[src/rtl/rf_sched_pkg.sv]
// Shared definitions for the register-file writeback scheduler.
//   XLEN_DEF / NUM_REGS_DEF : default data width and architectural register count
//   REG_ADDR_W              : register address width (fixed, 32 registers)
//   wb_src_e                : which requester owns the write port this cycle
//   clog2                   : ceiling log2, used to size the starvation counter
package rf_sched_pkg;

  localparam int unsigned XLEN_DEF     = 32;
  localparam int unsigned NUM_REGS_DEF = 32;
  localparam int unsigned REG_ADDR_W   = 5;

  typedef enum logic [1:0] {
    SRC_NONE,
    SRC_MEM,
    SRC_ALU
  } wb_src_e;

  // Returns at least 1 so a counter sized with it is never zero-width.
  function automatic int unsigned clog2(input int unsigned value);
    int unsigned r;
    r = 0;
    while ((64'd1 << r) < 64'(value)) begin
      r++;
    end
    if (r == 0) begin
      r = 1;
    end
    return r;
  endfunction

endpackage

[src/rtl/rf_scoreboard.sv]
// Outstanding-write scoreboard.
//   clk, rst        : clock, synchronous active-high reset
//   set_en, set_rd  : mark set_rd as having a pending write
//   clr_en, clr_rd  : mark clr_rd as written back
//   busy            : bit n set while a write to xn is outstanding; bit 0 always 0
// When set and clear target the same register in one cycle, set wins: the newer
// write is still pending.
module rf_scoreboard
  import rf_sched_pkg::*;
#(
  parameter int unsigned NUM_REGS = NUM_REGS_DEF
) (
  input  logic                  clk,
  input  logic                  rst,
  input  logic                  set_en,
  input  logic [REG_ADDR_W-1:0] set_rd,
  input  logic                  clr_en,
  input  logic [REG_ADDR_W-1:0] clr_rd,
  output logic [NUM_REGS-1:0]   busy
);

  logic [NUM_REGS-1:0] busy_q, busy_d;

  always_comb begin
    busy_d = busy_q;
    if (clr_en) begin
      busy_d[clr_rd] = 1'b0;
    end
    // Applied after the clear so a same-register set overrides it.
    if (set_en) begin
      busy_d[set_rd] = 1'b1;
    end
    busy_d[0] = 1'b0;
  end

  always_ff @(posedge clk) begin
    if (rst) begin
      busy_q <= '0;
    end else begin
      busy_q <= busy_d;
    end
  end

  assign busy = busy_q;

endmodule

[src/rtl/rf_wb_scheduler.sv]
// Register-file write-port scheduler between the load unit (MEM) and the ALU.
//   clk, rst                         : clock, synchronous active-high reset
//   mem_valid/mem_ready/mem_rd/mem_data : load writeback handshake
//   alu_valid/alu_ready/alu_rd/alu_data : ALU writeback handshake
//   issue_en, issue_rd               : decode issued a writer of issue_rd
//   busy                             : outstanding-write scoreboard
//   wr_en, wr_addr, wr_data          : registered reg-file write port
// MEM has priority; the ALU is force-granted after MAX_WAIT consecutive denials.
// Optional build macro WB_BYPASS_EN adds byp_valid/byp_addr/byp_data, a
// combinational copy of the write stage for decode forwarding.
module rf_wb_scheduler
  import rf_sched_pkg::*;
#(
  parameter int unsigned XLEN     = XLEN_DEF,
  parameter int unsigned NUM_REGS = NUM_REGS_DEF,
  parameter int unsigned MAX_WAIT = 4
) (
  input  logic                  clk,
  input  logic                  rst,
  input  logic                  mem_valid,
  output logic                  mem_ready,
  input  logic [REG_ADDR_W-1:0] mem_rd,
  input  logic [XLEN-1:0]       mem_data,
  input  logic                  alu_valid,
  output logic                  alu_ready,
  input  logic [REG_ADDR_W-1:0] alu_rd,
  input  logic [XLEN-1:0]       alu_data,
  input  logic                  issue_en,
  input  logic [REG_ADDR_W-1:0] issue_rd,
  output logic [NUM_REGS-1:0]   busy,
  output logic                  wr_en,
  output logic [REG_ADDR_W-1:0] wr_addr,
  output logic [XLEN-1:0]       wr_data
`ifdef WB_BYPASS_EN
  ,
  output logic                  byp_valid,
  output logic [REG_ADDR_W-1:0] byp_addr,
  output logic [XLEN-1:0]       byp_data
`endif
);

  localparam int unsigned CntW = clog2(MAX_WAIT + 1);

  logic [CntW-1:0]       wait_cnt_q, wait_cnt_d;
  logic                  force_grant;
  wb_src_e               src;
  logic [REG_ADDR_W-1:0] acc_rd;
  logic [XLEN-1:0]       acc_data;

  logic                  wr_en_q, wr_en_d;
  logic [REG_ADDR_W-1:0] wr_addr_q, wr_addr_d;
  logic [XLEN-1:0]       wr_data_q, wr_data_d;

  assign force_grant = (wait_cnt_q == CntW'(MAX_WAIT));

  // Arbitration: the two readies are mutually exclusive by construction.
  always_comb begin
    mem_ready = mem_valid && !(force_grant && alu_valid);
    alu_ready = alu_valid && (!mem_valid || force_grant);
    src       = SRC_NONE;
    if (mem_ready) begin
      src = SRC_MEM;
    end else if (alu_ready) begin
      src = SRC_ALU;
    end
  end

  always_comb begin
    acc_rd   = '0;
    acc_data = '0;
    case (src)
      SRC_MEM: begin
        acc_rd   = mem_rd;
        acc_data = mem_data;
      end
      SRC_ALU: begin
        acc_rd   = alu_rd;
        acc_data = alu_data;
      end
      default: ;
    endcase
  end

  // Starvation counter: counts consecutive ALU denials, saturating at MAX_WAIT.
  always_comb begin
    wait_cnt_d = wait_cnt_q;
    if (!alu_valid || alu_ready) begin
      wait_cnt_d = '0;
    end else if (wait_cnt_q != CntW'(MAX_WAIT)) begin
      wait_cnt_d = wait_cnt_q + 1'b1;
    end
  end

  // Write stage: x0 writes are accepted but never drive wr_en.
  always_comb begin
    wr_en_d   = 1'b0;
    wr_addr_d = wr_addr_q;
    wr_data_d = wr_data_q;
    if (src != SRC_NONE) begin
      wr_en_d   = (acc_rd != '0);
      wr_addr_d = acc_rd;
      wr_data_d = acc_data;
    end
  end

  always_ff @(posedge clk) begin
    if (rst) begin
      wait_cnt_q <= '0;
      wr_en_q    <= 1'b0;
      wr_addr_q  <= '0;
      wr_data_q  <= '0;
    end else begin
      wait_cnt_q <= wait_cnt_d;
      wr_en_q    <= wr_en_d;
      wr_addr_q  <= wr_addr_d;
      wr_data_q  <= wr_data_d;
    end
  end

  assign wr_en   = wr_en_q;
  assign wr_addr = wr_addr_q;
  assign wr_data = wr_data_q;

`ifdef WB_BYPASS_EN
  assign byp_valid = wr_en_q;
  assign byp_addr  = wr_addr_q;
  assign byp_data  = wr_data_q;
`endif

  rf_scoreboard #(
    .NUM_REGS(NUM_REGS)
  ) u_scoreboard (
    .clk   (clk),
    .rst   (rst),
    .set_en(issue_en && (issue_rd != '0)),
    .set_rd(issue_rd),
    .clr_en(src != SRC_NONE),
    .clr_rd(acc_rd),
    .busy  (busy)
  );

endmodule

[config.mk]
export PLATFORM = sky130hd
export DESIGN_NAME = rf_wb_scheduler
export DESIGN_NICKNAME = d
export VERILOG_FILES = /design/src/rtl/rf_sched_pkg.sv /design/src/rtl/rf_scoreboard.sv /design/src/rtl/rf_wb_scheduler.sv
export SDC_FILE = /design/constraint.sdc
export NUM_CORES = 1
export LEC_CHECK = 0
export CAP_MARGIN = 10
export CORE_MARGIN = 2
export CORE_UTILIZATION = 55
export CTS_BUF_LIST = sky130_fd_sc_hd__clkbuf_8
export CTS_CLUSTER_DIAMETER = 200
export DETAILED_ROUTE_END_ITERATION = 12
export DONT_BUFFER_PORTS = 1
export GPL_ROUTABILITY_DRIVEN = 0
export PLACE_DENSITY = 0.8
export SYNTH_ARGS = -nofsm -noshare
export SYNTH_HDL_FRONTEND = slang
export SYNTH_HIERARCHICAL = 1
export SYNTH_SLANG_ARGS = --single-unit
[constraint.sdc]
create_clock -name clk -period 6.4 [get_ports clk]
set_input_delay 0.64 -clock clk [delete_from_list [all_inputs] [get_ports clk]]
set_output_delay 0.64 -clock clk [all_outputs]
set_load 0.1 [all_outputs]
==> flow_summary.json <==
{
  "hold_buffers": 0,
  "postCtsSetupBuffers": 0,
  "die_w_um": 80.7,
  "synth-async-reset-ratio_pct": 0,
  "dpl-instance-area_um2": 3220,
  "dr.pass1.iters": 5,
  "hpwl_um": 5430,
  "max_freq_mhz": 264,
  "relSlewSlack_pct": 30.9,
  "setup_violations": 0,
  "h-tree-depth": 3,
  "grtUsageTotal_pct": 23.9,
  "ys_types": 39,
  "worstSetupStartpointType": "flip-flop",
  "cpPeakStageDelay_ps": 790,
  "holdCritPathClass": "primary input to flip-flop",
  "max_slew.worst_pin.slew_ps": 1030,
  "period_share_pct": 59.2,
  "cp_max_fo": 32,
  "drv_cap": 0,
  "wl_per_cell_um": 18.8,
  "synth_area_leaders": "dfxtp_1 45%, o221a_2 9.4%, o21ai_0 5.9%, nor3_1 5.1%, and2b_1 4.9%",
  "core_area_um2": 5610,
  "port_buffers": 0,
  "timing_hold_violations_final": 0,
  "end_kind": "flip-flop",
  "synth_area_um2": 3240,
  "arrival_ps": 4000,
  "clk_pin_slew_worst_paths_ps": 80,
  "cts_sinks": 72,
  "synth_area_per_cell_um2": 9.09,
  "ys_ff_latch": 72,
  "synth.most_common_cell": "dfxtp_1",
  "num_vias": 2689,
  "vias_per_cell": 6.37,
  "yosys.area.top_type": "dfxtp_1",
  "synthToLayoutAreaGrowth_pct": 4.52,
  "synth_top_area_share_pct": 44.5,
  "post_cts_resized": 0,
  "synth_common_cells": "72 x dfxtp_1, 38 x o21ai_0, 36 x nor2_1",
  "critPathTopFamily": "simple AND/OR/NAND/NOR gates",
  "n_fill_cell": 503,
  "wl_um": 7920,
  "num_rows": 27,
  "numCtsBuffers": 9,
  "timing.hold.ws_ps": 391,
  "postRouteAntennaNets": 0,
  "synthCells": 356,
  "overflow": 0,
  "layout-drive-gt1-share_pct": 12.3,
  "synthesis.nets": 442,
  "finish.net_count": 431,
  "crit_slowest_cell": "inv_1",
  "worstPathRequired_ps": 6610,
  "power_density_nw_per_um2": 304,
  "grt_max_degree": 73,
  "grt_pass1_wl_um": 12100,
  "yosys_warnings": 6,
  "ioPinCount": 156,
  "final_cell_area_um2": 3380,
  "antenna_found_initial": 0,
  "path_cells": "inv_1, ha_1, a21bo_2, nand2_1, inv_1, a22o_1, or3b_1, o21ai_1, o21ai_1",
  "fin_setup_tns_ps": 0,
  "r2r_slack_ps": 2610,
  "diodes": 0,
  "drt-initial-drc-count": 197,
  "synth-edff-count": 0,
  "die_area_um2": 6510,
  "fin_worst_skew_ps": 10.3,
  "cts_tree": "built",
  "drc": 0,
  "cts_root_buffer": "clkbuf_8",
  "crit_buf_inv": 2,
  "synth_seq_area_share_pct": 44.5,
  "max-vdd-ir-drop_mv": 0.153,
  "path_class": "flip-flop to flip-flop",
  "grt_pass1_vias": 2472,
  "clkLatencyLatePin_ps": 340,
  "clk_path_buf_depth": 2,
  "grt_setup_unrepaired": "no",
  "leakagePower_nw": 1.29,
  "status": "finished, final reports clean",
  "slew_viol_final": 0,
  "die_height_um": 80.7,
  "period_needed_ps": 3790,
  "initial_core_util_pct": 57.7,
  "synthFlopType": "dfxtp_1"
}
==> metal layers <==
metal  vias up  part of all wire [%]  track usage (%)  routed length [µm]
li1       1294                     -                -                   -
met1      1244                    41             29.8                3210
met2       145                    49             39.5                3900
met3         6                   9.4             7.19                 748
met4         0                  0.82             8.31                  65
met5         -                     0                0                   0
==> registers in the layout, summed over array words and instances (netlist names) <==
| name | flops |
|---|---|
| wr_data | 32 |
| wr_en | 1 |
| wait_cnt_q | 3 |
| u_scoreboard/busy | 31 |
| wr_addr | 5 |
==> layout make-up <==
type	count	area, µm²	share of cell area, %
clock buffer	10	138	4.07
clock inverter	6	27.5	0.814
inverter	6	22.5	0.666
multi-input combinational	256	1660	49.2
sequential	72	1440	42.6
tap	72	90.1	2.66
==> logic make-up after synthesis <==
kind of cell | synth area share (%)
mux | 0.309
simple gates | 25.4
compound gates | 24.8
other cells | 0.116
fa+ha+maj | 0.773
buf+inv | 4.06
flops | 44.5
==> layout by cell type, fill, tap and decap left out, drive strengths merged, types with 3 or more instances in the layout <==
master  count
clkinv      4
nor2       36
and2b      21
o21ai      62
a22o        5
nand3       4
nand2       5
nor3       33
inv         8
dfxtp      72
or4         3
a221o       5
and2        5
clkbuf     10
nand3b      9
or3b        5
o221a      31
nor2b      11
==> report_power, final <==
| group | switching [mW] | internal (mW) |
|---|---|---|
| clock | 0.161 | 0.146 |
| combinational | 0.0436 | 0.0369 |
| sequential | 0.170 | 0.469 |
| total | 0.375 | 0.652 |
==> through the flow <==
stage | cells | total power, mW | utilization (%) | setup slack [ps]
after floorplan | 356 | 0.725 | - | 3690
after global placement | 406 | 0.727 | 57.4 | 2600
after detailed placement | 406 | 0.730 | 57.4 | 2550
after CTS | 422 | 1.03 | 60.3 | 2560
after global routing | 422 | 1.07 | 60.3 | 2240
final | 422 | 1.03 | 60.3 | 2610
==> worst register-to-register path, delay by kind of cell, from the launching register on <==
kind | cells | cell delay, ps
AND/OR/NAND/NOR | 2 | 1230
AO/OA/AOI/OAI | 4 | 1020
buffers and inverters | 2 | 840
flip-flops | 1 | 360
adder cells (fa/ha/maj) | 1 | 220
==> path summary, 6_finish.rpt <==
| path | startpoint | to | depth (start not counted) |
|---|---|---|---|
| worst max register to register | wait_cnt_q[0]$_SDFFE_PP0N_ | u_scoreboard/busy[5]$_SDFF_PP0_ | 9 |
| worst min-delay path | rst | wr_en$_SDFF_PP0_ | 1 |
| worst min register to register | wait_cnt_q[0]$_SDFFE_PP0N_ | wait_cnt_q[0]$_SDFFE_PP0N_ | 1 |
| worst max-delay path | wait_cnt_q[0]$_SDFFE_PP0N_ | u_scoreboard/busy[5]$_SDFF_PP0_ | 9 |
No activity file was read; power rests on OpenSTA's default activity.
